[src/rtl/imp_var_std_unit.sv]
// Variance / standard-deviation unit: joins the E[x] and E[x^2] pulses, forms Var = E[x^2]-E[x]^2
// (clamped at 0) and std = sqrt(Var) bit-serially. Define IMP_VAR_STD_ROUND_EN for rounded std.
module imp_var_std_unit #(
    parameter int unsigned EX_W  = 8,
    parameter int unsigned EX2_W = 16,
    parameter int unsigned STD_W = 8
) (
    input  logic             i_clk,
    input  logic             i_rst,
    input  logic             i_Ex_done,
    input  logic [EX_W-1:0]  i_Ex,
    input  logic             i_Ex2_done,
    input  logic [EX2_W-1:0] i_Ex2,
    output logic             o_busy,
    output logic             o_drop,
    output logic             o_done,
    output logic [EX2_W-1:0] o_var,
    output logic [STD_W-1:0] o_std
);

    localparam int unsigned SQ_W   = 2 * EX_W;
    localparam int unsigned DIFF_W = EX2_W + 1;
    localparam int unsigned REM_W  = STD_W + 2;
    localparam int unsigned SH_W   = REM_W + 2;
    localparam int unsigned CNT_W  = (STD_W > 1) ? $clog2(STD_W) : 1;

    typedef enum logic [1:0] {
        StCollect,
        StVar,
        StSqrt,
        StDone
    } state_e;

    state_e             state_q, state_d;
    logic               have_ex_q, have_ex_d;
    logic               have_ex2_q, have_ex2_d;
    logic [EX_W-1:0]    ex_q, ex_d;
    logic [EX2_W-1:0]   ex2_q, ex2_d;
    logic [EX2_W-1:0]   var_q, var_d;
    logic [EX2_W-1:0]   rad_q, rad_d;
    logic [STD_W-1:0]   root_q, root_d;
    logic [REM_W-1:0]   rem_q, rem_d;
    logic [CNT_W-1:0]   cnt_q, cnt_d;
    logic               drop_q, drop_d;

    logic [EX_W-1:0]    ex_mag;
    logic [SQ_W-1:0]    ex_sq;
    logic [DIFF_W-1:0]  diff;
    logic [EX2_W-1:0]   var_clamped;
    logic [SH_W-1:0]    rem_shift;
    logic [SH_W-1:0]    trial;
    logic               trial_ok;
    logic [STD_W-1:0]   std_res;
    logic               busy;

    // Magnitude of the signed mean; -2^(EX_W-1) maps to 2^(EX_W-1), which still fits unsigned.
    assign ex_mag      = ex_q[EX_W-1] ? (~ex_q + EX_W'(1)) : ex_q;
    assign ex_sq       = SQ_W'(ex_mag) * SQ_W'(ex_mag);
    assign diff        = {1'b0, ex2_q} - DIFF_W'(ex_sq);
    assign var_clamped = diff[DIFF_W-1] ? '0 : diff[EX2_W-1:0];

    // Restoring square root step: bring down two radicand bits, try subtracting 4*root+1.
    assign rem_shift = {rem_q, rad_q[EX2_W-1 -: 2]};
    assign trial     = {2'b00, root_q, 2'b01};
    assign trial_ok  = (rem_shift >= trial);

    assign busy = (state_q != StCollect);

`ifdef IMP_VAR_STD_ROUND_EN
    // Remainder above root means Var >= root^2 + root + 1, i.e. closer to root+1.
    always_comb begin
        std_res = root_q;
        if ((rem_q > REM_W'(root_q)) && (root_q != '1)) begin
            std_res = root_q + STD_W'(1);
        end
    end
`else
    assign std_res = root_q;
`endif

    always_comb begin
        state_d    = state_q;
        have_ex_d  = have_ex_q;
        have_ex2_d = have_ex2_q;
        ex_d       = ex_q;
        ex2_d      = ex2_q;
        var_d      = var_q;
        rad_d      = rad_q;
        root_d     = root_q;
        rem_d      = rem_q;
        cnt_d      = cnt_q;
        drop_d     = drop_q | (busy & (i_Ex_done | i_Ex2_done));

        unique case (state_q)
            StCollect: begin
                if (i_Ex_done) begin
                    ex_d      = i_Ex;
                    have_ex_d = 1'b1;
                end
                if (i_Ex2_done) begin
                    ex2_d      = i_Ex2;
                    have_ex2_d = 1'b1;
                end
                if (have_ex_d && have_ex2_d) begin
                    state_d = StVar;
                end
            end
            StVar: begin
                var_d      = var_clamped;
                rad_d      = var_clamped;
                root_d     = '0;
                rem_d      = '0;
                cnt_d      = '0;
                have_ex_d  = 1'b0;
                have_ex2_d = 1'b0;
                state_d    = StSqrt;
            end
            StSqrt: begin
                if (trial_ok) begin
                    rem_d  = REM_W'(rem_shift - trial);
                    root_d = {root_q[STD_W-2:0], 1'b1};
                end else begin
                    rem_d  = REM_W'(rem_shift);
                    root_d = {root_q[STD_W-2:0], 1'b0};
                end
                rad_d = rad_q << 2;
                cnt_d = cnt_q + CNT_W'(1);
                if (cnt_q == CNT_W'(STD_W - 1)) begin
                    state_d = StDone;
                end
            end
            StDone: begin
                state_d = StCollect;
            end
            default: begin
                state_d = StCollect;
            end
        endcase
    end

    always_ff @(posedge i_clk or posedge i_rst) begin
        if (i_rst) begin
            state_q    <= StCollect;
            have_ex_q  <= 1'b0;
            have_ex2_q <= 1'b0;
            ex_q       <= '0;
            ex2_q      <= '0;
            var_q      <= '0;
            rad_q      <= '0;
            root_q     <= '0;
            rem_q      <= '0;
            cnt_q      <= '0;
            drop_q     <= 1'b0;
        end else begin
            state_q    <= state_d;
            have_ex_q  <= have_ex_d;
            have_ex2_q <= have_ex2_d;
            ex_q       <= ex_d;
            ex2_q      <= ex2_d;
            var_q      <= var_d;
            rad_q      <= rad_d;
            root_q     <= root_d;
            rem_q      <= rem_d;
            cnt_q      <= cnt_d;
            drop_q     <= drop_d;
        end
    end

    assign o_busy = busy;
    assign o_drop = drop_q;
    assign o_done = (state_q == StDone);
    assign o_var  = o_done ? var_q : '0;
    assign o_std  = o_done ? std_res : '0;

endmodule

[config.mk]
export PLATFORM = sky130hd
export DESIGN_NAME = imp_var_std_unit
export DESIGN_NICKNAME = d
export VERILOG_FILES = /design/src/rtl/imp_var_std_unit.sv
export SDC_FILE = /design/constraint.sdc
export NUM_CORES = 1
export LEC_CHECK = 0
export ABC_CLOCK_PERIOD_IN_PS = 6750
export BUFFER_PORTS_ARGS = -buffer_cell sky130_fd_sc_hd__buf_2
export CAP_MARGIN = 15
export CORE_AREA = 2 2 128 142
export CTS_CLUSTER_DIAMETER = 50
export DETAILED_ROUTE_END_ITERATION = 16
export DIE_AREA = 0 0 130 144
export PLACE_DENSITY = 0.63
export SYNTH_ARGS = -nofsm -noshare
export SYNTH_HDL_FRONTEND = slang
export SYNTH_SLANG_ARGS = --single-unit
export TNS_END_PERCENT = 50
[constraint.sdc]
create_clock -name i_clk -period 6.75 [get_ports i_clk]
set_input_delay 0.675 -clock i_clk [delete_from_list [all_inputs] [get_ports i_clk]]
set_output_delay 0.675 -clock i_clk [all_outputs]
set_load 0.02 [all_outputs]
==> impl_metrics.json <==
{
  "outcome": "completed",
  "htree_levels": 3,
  "avgSynthCellArea_um2": 9.10,
  "routabilityCongestion": 0.838,
  "cap_violations": 0,
  "r2r_cells": 18,
  "row_count": 51,
  "yosysWarnings": 0,
  "port_buffers": 54,
  "wl_um": 14900,
  "crit_path_end_kind": "flop",
  "start_util_pct": 37.9,
  "clock_latency_ps": 360,
  "drtIter0Drc": 266,
  "worst_pin_slew_ps": 846,
  "yosysUniqueCellTypes": 63,
  "hpwl_um": 11400,
  "rr_startpoint": "ex_q[4]$_DFFE_PP0P_",
  "synth-edff-count": 0,
  "dieArea_um2": 18700,
  "die_y_um": 144,
  "drc": 0,
  "firstDrtPassIters": 5,
  "relSlewSlack_pct": 43.2,
  "regToRegSetupSlack_ps": 560,
  "synth_cells": 726,
  "areaGrowthSynthToFinish_pct": 13.0,
  "syn_area_um2": 6610,
  "grt_max_degree": 83,
  "required_ps": 7050,
  "cts_hold_buffers": 0,
  "ant_nets": 0,
  "grt_setup_unrepaired": "no",
  "die_w_um": 130,
  "clock-root-buffer": "clkbuf_16",
  "cts.sinks": 82,
  "antenna_found_initial": 0,
  "start_kind": "flop",
  "vias_per_cell": 5.10,
  "crit_path_max_fanout": 7,
  "final_max_slew_viol_count": 0,
  "fp.coreArea_um2": 17400,
  "grt-ovfl-total": 0,
  "grt_pass1_vias": 5123,
  "finalCritPeriodShare_pct": 91.7,
  "track_usage_pct": 17.1,
  "num_io_pins": 55,
  "clock_path_buffers": 2,
  "diodes": 0,
  "fin_tns_setup_ps": 0,
  "setup_viol": 0,
  "fin_nets": 900,
  "ys_async_sr_fraction_pct": 100,
  "avgRoutedWirePerCell_um": 14.6,
  "hold_viol": 0,
  "yosysSeqAreaShare_pct": 31.0,
  "fmax_mhz": 162,
  "final.min_clock_period_ps": 6190,
  "drive_above_1_share_pct": 13.9,
  "vias": 5210,
  "synthFlopType": "dfrtp_1",
  "cts_tree": "done",
  "criticalPathCategory": "reg -> reg",
  "rr_endpoint": "rad_q[9]$_DFFE_PP0P_",
  "fin_skew_ps": 8.07,
  "hold_class": "in -> async",
  "cts_buffers": 9,
  "arrival_ps": 6490,
  "yosys_register_bits": 82,
  "clk_pin_slew_worst_paths_ps": 70,
  "grt_pass1_wl_um": 25200,
  "utilization_pct": 42.9
}
==> flip-flops by register name, summed over array words and instances (netlist names), 2 cells and up <==
name     cells
rad_q       16
root_q       8
ex_q         8
state_q      2
ex2_q       16
cnt_q        3
rem_q       10
var_q       16
==> placed cells by master, fill, tap and decap left out, drive strengths merged, types with 8 or more instances in the layout <==
cell type  count
xnor2         14
nand2         63
o21ai         40
clkbuf        10
nor3          14
a21oi         20
inv          127
nand3         33
o21a          11
nor2          37
dfrtp         82
ha            56
fa            37
xor2           9
buf           61
o31ai          8
mux2          24
o221ai        14
and2          25
==> worst max-delay path, stage by stage (launching register included) <==
cell and delay [ps]:
dfrtp_1 430, or3_1 390, or4b_2 720, nor2_1 210, inv_1 90, fa_1 560, fa_1 440, fa_1 540
inv_1 50, fa_1 520, inv_1 40, ha_1 370, a21o_1 250, a211o_1 320, o2111a_1 290, nor4_4 310
buf_4 190, nor3b_1 260, a211o_1 140
==> area by class of cell <==
class | count | area (um^2)
fillers | 1746 | 9950
multi-input cells | 502 | 4020
flip-flops and latches | 82 | 2050
inverters | 123 | 463
repair buffers | 61 | 343
well taps | 238 | 298
clock buffers | 10 | 239
clock inverters | 6 | 53.8
==> synth_stat cells (11+ instances only) <==
library cell	count	share of area (%)
inv_1	123	7.0
dfrtp_1	82	31
nand3_1	33	2.5
nor2_1	37	2.1
a21oi_1	20	1.5
xnor2_1	14	1.9
ha_1	56	11
o21ai_0	28	2.1
nor3_1	14	1.1
o21a_1	11	1.2
o221ai_1	14	1.9
fa_1	37	11
clkbuf_1	20	1.1
and2_1	25	2.4
mux2_2	24	4.1
nand2_1	63	3.6
o21ai_1	12	0.91
==> metrics by stage <==
stage | setup WS (ps) | std cells | hold WS [ps] | area [um^2]
floorplan | 924 | 731 | 440 | 6630
global placement | 460 | 1004 | 458 | 7130
detailed placement | 309 | 1004 | 473 | 7130
CTS | 286 | 1020 | 490 | 7430
global route | 130 | 1022 | 418 | 7470
finish | 560 | 1022 | 387 | 7470
==> how the worst max path moves through the flow <==
stage	startpoint	end	slack (ps)	cells after the start
3_5_place_dp	ex_q[0]$_DFFE_PP0P_	rad_q[10]$_DFFE_PP0P_	310	22
2_1_floorplan	ex_q[4]$_DFFE_PP0P_	rad_q[5]$_DFFE_PP0P_	920	19
3_3_place_gp	ex_q[0]$_DFFE_PP0P_	rad_q[13]$_DFFE_PP0P_	460	22
4_1_cts	ex_q[0]$_DFFE_PP0P_	rad_q[10]$_DFFE_PP0P_	290	22
6_report	ex_q[4]$_DFFE_PP0P_	rad_q[9]$_DFFE_PP0P_	560	18
5_1_grt	ex_q[0]$_DFFE_PP0P_	rad_q[10]$_DFFE_PP0P_	130	22
==> layer usage <==
layer | share of wire (%) | wire length [um] | vias to the layer above | track usage [%]
met4 | 1.5 | 231 | 0 | 4.92
met3 | 3.8 | 570 | 23 | 3.96
met1 | 45 | 6670 | 2528 | 21.0
li1 | - | - | 2551 | -
met5 | 0 | 0 | - | 0
met2 | 50 | 7460 | 108 | 30.0
==> timing repair <==
action,CTS,global route
setup buffers,0,1
gates resized for setup,0,1
setup endpoints to repair,0,6
==> cells by family (layout without fill, tap and decap cells) <==
family                   after synthesis  count (layout)  synth area share, %
flip-flops                            82              82                 31.0
multiplexers                          27              27                 4.54
buffers and inverters                147             200                 8.50
adder cells (fa/ha/maj)               93              93                 21.8
other                                  2               7                0.114
AO/OA/AOI/OAI                        147             147                 15.6
AND/OR/NAND/NOR                      205             205                 15.3
XOR/XNOR                              23              23                 3.05
Power is not shown: default switching activity piles up to over one toggle a cycle in this logic, so the estimate is an artifact.
